`config.mk`:
```
export PLATFORM = sky130hd
export DESIGN_NAME = ifu_bp_upd_ctl
export DESIGN_NICKNAME = d
export VERILOG_FILES = /design/src/rtl/veer_types.sv /design/src/rtl/ifu_bp_upd_fifo.sv /design/src/rtl/ifu_bp_upd_ctl.sv
export SDC_FILE = /design/constraint.sdc
export NUM_CORES = 1
export LEC_CHECK = 0
export BUFFER_PORTS_ARGS = -buffer_cell sky130_fd_sc_hd__buf_2
export CAP_MARGIN = 25
export CORE_MARGIN = 3
export CORE_UTILIZATION = 40
export DETAILED_ROUTE_END_ITERATION = 10
export PLACE_DENSITY = 0.62
export SLEW_MARGIN = 0
export SYNTH_ARGS = -nofsm -noshare
export SYNTH_HDL_FRONTEND = slang
export SYNTH_HIERARCHICAL = 1
export SYNTH_SLANG_ARGS = --single-unit
```
`constraint.sdc`:
```
create_clock -name clk -period 20.7 [get_ports clk]
set_input_delay 0 -clock clk [delete_from_list [all_inputs] [get_ports clk]]
set_output_delay 0 -clock clk [all_outputs]
set_load 0.05 [all_outputs]
```
`src/rtl/veer_types.sv`:
```
// Shared types for the IFU branch-predictor update path.
package veer_types;

  typedef struct packed {
    logic [30:0] pc;
    logic [1:0]  hist;
    logic        ataken;
    logic        misp;
    logic [30:0] target;
  } bp_upd_pkt_t;

  typedef enum logic [1:0] {
    IDLE = 2'd0,
    BHT  = 2'd1,
    BTB  = 2'd2
  } bp_state_e;

endpackage

```
`src/rtl/ifu_bp_upd_fifo.sv`:
```
// Update queue with pointer wrap, tail-merge write port and clear.
module ifu_bp_upd_fifo
  import veer_types::*;
#(
  parameter int unsigned DEPTH = 4,
  parameter int unsigned IDX_W = 8
) (
  input  logic              clk,
  input  logic              rst,
  input  logic              clr,
  input  logic              push,
  input  logic              merge,
  input  logic              pop,
  input  bp_upd_pkt_t       wdata,
  output bp_upd_pkt_t       head_c,
  output logic [IDX_W-1:0]  tail_idx_c,
  output logic              empty_c,
  output logic              full_c,
  output logic              single_c,
  output logic              nxt_empty_c
);

  localparam int unsigned AW = $clog2(DEPTH);
  localparam int unsigned PW = AW + 1;

  logic [PW-1:0] wptr_q, wptr_d, rptr_q, rptr_d, tail_ptr;
  bp_upd_pkt_t   mem_q [DEPTH];
  bp_upd_pkt_t   mem_d [DEPTH];

  always_comb begin
    tail_ptr    = wptr_q - PW'(1);
    head_c      = mem_q[rptr_q[AW-1:0]];
    tail_idx_c  = mem_q[tail_ptr[AW-1:0]].pc[IDX_W-1:0];
    empty_c     = (wptr_q == rptr_q);
    full_c      = (wptr_q[AW] != rptr_q[AW]) && (wptr_q[AW-1:0] == rptr_q[AW-1:0]);
    single_c    = ((wptr_q - rptr_q) == PW'(1));
  end

  // Merge rewrites the newest entry in place instead of allocating.
  always_comb begin
    mem_d  = mem_q;
    wptr_d = wptr_q;
    rptr_d = rptr_q;
    if (push) begin
      mem_d[wptr_q[AW-1:0]] = wdata;
      wptr_d = wptr_q + PW'(1);
    end else if (merge) begin
      mem_d[tail_ptr[AW-1:0]] = wdata;
    end
    if (pop) rptr_d = rptr_q + PW'(1);
    if (clr) begin
      wptr_d = '0;
      rptr_d = '0;
    end
    nxt_empty_c = (wptr_d == rptr_d);
  end

  always_ff @(posedge clk or posedge rst) begin
    if (rst) begin
      wptr_q <= '0;
      rptr_q <= '0;
      for (int i = 0; i < int'(DEPTH); i++) mem_q[i] <= '0;
    end else begin
      wptr_q <= wptr_d;
      rptr_q <= rptr_d;
      mem_q  <= mem_d;
    end
  end

endmodule

```
`src/rtl/ifu_bp_upd_ctl.sv`:
```
// Drains resolved-branch updates into the BHT/BTB arrays: one BHT write,
// plus a BTB target write for taken mispredicts.
module ifu_bp_upd_ctl
  import veer_types::*;
#(
  parameter int unsigned DEPTH = 4,
  parameter int unsigned IDX_W = 8
) (
  input  logic              clk,
  input  logic              rst,
  input  logic              upd_valid,
  input  bp_upd_pkt_t       upd_pkt,
  input  logic              freeze,
  input  logic              bp_inv,
  input  logic              wr_ready,
  output logic              wr_valid,
  output logic              wr_btb,
  output logic [IDX_W-1:0]  wr_index,
  output logic [1:0]        wr_hist,
  output logic [30:0]       wr_target,
  output logic              empty,
  output logic [7:0]        drop_cnt
);

  bp_state_e         state_q, state_d;
  logic              wr_valid_q, wr_valid_d, wr_btb_q, wr_btb_d;
  logic [IDX_W-1:0]  wr_index_q, wr_index_d;
  logic [1:0]        wr_hist_q, wr_hist_d;
  logic [30:0]       wr_target_q, wr_target_d;
  logic              empty_q, empty_d;
  logic [7:0]        drop_cnt_q, drop_cnt_d;

  bp_upd_pkt_t       head_c;
  logic [IDX_W-1:0]  tail_idx_c;
  logic              fifo_empty_c, fifo_full_c, fifo_single_c, fifo_nxt_empty_c;
  logic              pop, push, merge, drop, issuing, merge_hit;
  logic              unused_pc_c;

  assign unused_pc_c = ^{upd_pkt.pc[30:IDX_W], head_c.pc[30:IDX_W]};

  ifu_bp_upd_fifo #(.DEPTH(DEPTH), .IDX_W(IDX_W)) u_fifo (
    .clk         (clk),
    .rst         (rst),
    .clr         (bp_inv),
    .push        (push),
    .merge       (merge),
    .pop         (pop),
    .wdata       (upd_pkt),
    .head_c      (head_c),
    .tail_idx_c  (tail_idx_c),
    .empty_c     (fifo_empty_c),
    .full_c      (fifo_full_c),
    .single_c    (fifo_single_c),
    .nxt_empty_c (fifo_nxt_empty_c)
  );

  // Outputs are registered from the next state so they change with it.
  always_comb begin
    state_d     = state_q;
    wr_index_d  = wr_index_q;
    wr_hist_d   = wr_hist_q;
    wr_target_d = wr_target_q;
    pop         = 1'b0;
    case (state_q)
      IDLE: if (!fifo_empty_c && !freeze) begin
        state_d    = BHT;
        wr_index_d = head_c.pc[IDX_W-1:0];
        wr_hist_d  = head_c.hist;
      end
      BHT: if (wr_ready) begin
        if (head_c.misp && head_c.ataken) begin
          state_d     = BTB;
          wr_target_d = head_c.target;
        end else begin
          state_d = IDLE;
          pop     = 1'b1;
        end
      end
      BTB: if (wr_ready) begin
        state_d = IDLE;
        pop     = 1'b1;
      end
      default: state_d = IDLE;
    endcase

    // The head is in flight from the cycle it is selected, so never merge into it.
    issuing   = (state_q != IDLE) || (state_d == BHT);
    merge_hit = upd_valid && !fifo_empty_c && (tail_idx_c == upd_pkt.pc[IDX_W-1:0]) &&
                !(issuing && fifo_single_c);
    merge     = merge_hit && !bp_inv;
    push      = upd_valid && !merge_hit && (!fifo_full_c || pop) && !bp_inv;
    drop      = upd_valid && !merge_hit && fifo_full_c && !pop && !bp_inv;

    if (bp_inv) state_d = IDLE;

    wr_valid_d = (state_d != IDLE);
    wr_btb_d   = (state_d == BTB);
    empty_d    = fifo_nxt_empty_c && (state_d == IDLE);
    drop_cnt_d = (drop && (drop_cnt_q != 8'hFF)) ? drop_cnt_q + 8'd1 : drop_cnt_q;
  end

  always_ff @(posedge clk or posedge rst) begin
    if (rst) begin
      state_q     <= IDLE;
      wr_valid_q  <= 1'b0;
      wr_btb_q    <= 1'b0;
      wr_index_q  <= '0;
      wr_hist_q   <= '0;
      wr_target_q <= '0;
      empty_q     <= 1'b1;
      drop_cnt_q  <= '0;
    end else begin
      state_q     <= state_d;
      wr_valid_q  <= wr_valid_d;
      wr_btb_q    <= wr_btb_d;
      wr_index_q  <= wr_index_d;
      wr_hist_q   <= wr_hist_d;
      wr_target_q <= wr_target_d;
      empty_q     <= empty_d;
      drop_cnt_q  <= drop_cnt_d;
    end
  end

  assign wr_valid  = wr_valid_q;
  assign wr_btb    = wr_btb_q;
  assign wr_index  = wr_index_q;
  assign wr_hist   = wr_hist_q;
  assign wr_target = wr_target_q;
  assign empty     = empty_q;
  assign drop_cnt  = drop_cnt_q;

endmodule
```
==> flow_summary.toml <==
[timing]
fin_setup_tns_ps = 0
fin_crit_sh_pct = 27.4
final_hold_viol_count = 0
grt_setup_unrepaired = "no"
max_slew_margin_pct = 40.4
fin_crit_ps = 5670
skew_ps = 18.1
setup_viol = 0
fmaxAchievable_ghz = 0.176
tightest_slew_ps = 894
slew_violations = 0

[setup_path]
cp.required_ps = 21100
startpoint = "u_fifo/wptr_q[0]$_DFF_PP0_"
reg2reg_from = "u_fifo/wptr_q[0]$_DFF_PP0_"
crit_type = "register to register"
end_kind = "register"
worstPathArrival_ps = 6070
reg2reg_depth = 10
critPathLaunchType = "register"
path_max_fanout = 34
r2r_slack_ps = 15030

[clocking]
cts_tree = "yes"
cts_made_buffers = 26
clk_pin_slew_ps = 60
cts_buffer_depth = 3
cts_root_buf = "clkbuf_16"
cts_post_setup_buffers_inserted = 0
clock_sinks = 232
clock_latency_ps = 530
htreeDepth = 1

[route]
ant_nets = 0
wl_mm = 24.0
drt_iter0_drc = 359
drc = 0
via_per_inst = 5.27
dr_wl_met3_mm = 1.00
first_pass_iters = 4
vias = 6075
highest_layer = "met4"
dr_wl_met2_mm = 12.1
wl_per_cell_um = 20.8
wirelength_met1_mm = 10.5

[logic_synthesis]
syn_area_um2 = 10900
avgSynthCellArea_um2 = 16.6
syn_nets = 743
yosys_warnings = 6
syn_inst = 658

[pwr]
p_leak_uw = 0.00622
vdd_drop_max_mv = 0.0604
cellPowerDensity_nw_per_um2 = 110
power_uw = 1430

[flow_run]
drv_cap = 0

[global_route]
overflow = 0
grt_pass1_vias = 6889
grt_start_max_net_pins = 100
grt_pass1_wl_mm = 38.5
grt_usage_pct = 16.6
antenna_found_initial = 0

[layout]
layout_common_cells = "dfrtp_1, buf_2, mux2_1"
seq_area_um2 = 5810
fin_nets = 887
fill_cells = 2251
mostFrequentLayoutCell = "dfrtp_1"
area_delta_synth_final_pct = 18.0
multi_input_area_um2 = 4690
antennaDiodeCount = 0
fin_area_um2 = 12900
drive_gt1_share_pct = 42.2

[floorplanning]
fp.dieW_um = 171
die_h_um = 171
core_um2 = 26400
ios = 124
die_area_um2 = 29400
rows = 59
start_util_pct = 41.4

[place]
dp_hpwl_mm = 14.6
postPlaceCellArea_um2 = 11500
gp_congestion = 0.780
portBuffers = 100

[status]
status = "complete, no violations"

[hold_path]
hold_class = "input port to asynchronous set/reset pin"
-- critical path, cell delays in order (launching register included) --
cell,delay [ps]
dfrtp_1,710
inv_1,190
ha_1,710
mux4_2,600
xnor2_1,310
nand4_1,140
or4_1,590
and2_1,450
a22oi_4,660
buf_4,750
mux2_2,410
-- power by group --
| part | switching [µW] | internal (µW) |
|---|---|---|
| Combinational | 199 | 157 |
| Clock | 178 | 273 |
| Sequential | 60.1 | 559 |
| Total | 437 | 988 |
-- area by class of cell --
class                           instances  area share (%)
Clock buffer                           38            5.78
Clock inverter                          5           0.698
Inverter                                9           0.301
Multi-Input combinational cell        373            36.4
Sequential cell                       232            45.0
Tap cell                              335            3.25
Timing Repair Buffer                  160            8.58
-- state kept, by name (all words and copies together), names as in the netlist --
register       count
drop_cnt           8
u_fifo/rptr_q      3
wr_index           8
wr_valid           1
wr_hist            2
u_fifo/mem_q     172
wr_target         31
u_fifo/wptr_q      3
wr_btb             1
empty              1
state_q            2
-- repair_timing --
| action | 4_1_cts | 5_1_grt |
|---|---|---|
| hold buffers | 48 | 0 |
| gates resized for setup | 0 | 0 |
| endpoints found under the hold margin | 340 | 0 |
-- stage by stage --
| stage | hold WS (ps) | worst slack (ps) | util, % | instances |
|---|---|---|---|---|
| after global routing | 263 | 14750 | 48.8 | 1152 |
| after CTS | 243 | 14940 | 48.6 | 1150 |
| after detailed placement | 260 | 14970 | 43.7 | 1059 |
| after floorplan | 66.4 | 15870 | - | 658 |
| final | 218 | 15030 | 48.8 | 1152 |
| after global placement | 237 | 14760 | 43.6 | 1058 |
-- layer usage --
layer | up-vias | global-route usage (%)
met2 | 121 | 29.6
met3 | 28 | 3.01
met1 | 3235 | 21.6
li1 | 2691 | -
met4 | 0 | 2.94
met5 | - | 0
-- final timing paths --
| check | endpoint |
|---|---|
| min in group clk | u_fifo/mem_q[145]$_DFFE_PP0P_ |
| min reg2reg | u_fifo/mem_q[28]$_DFFE_PP0P_ |
| min | u_fifo/mem_q[99]$_DFFE_PP0P_ |
| max | u_fifo/mem_q[97]$_DFFE_PP0P_ |
| max in group asynchronous | u_fifo/mem_q[225]$_DFFE_PP0P_ |
| max reg2reg | u_fifo/mem_q[97]$_DFFE_PP0P_ |
No activity file was read; power rests on OpenSTA's default activity.
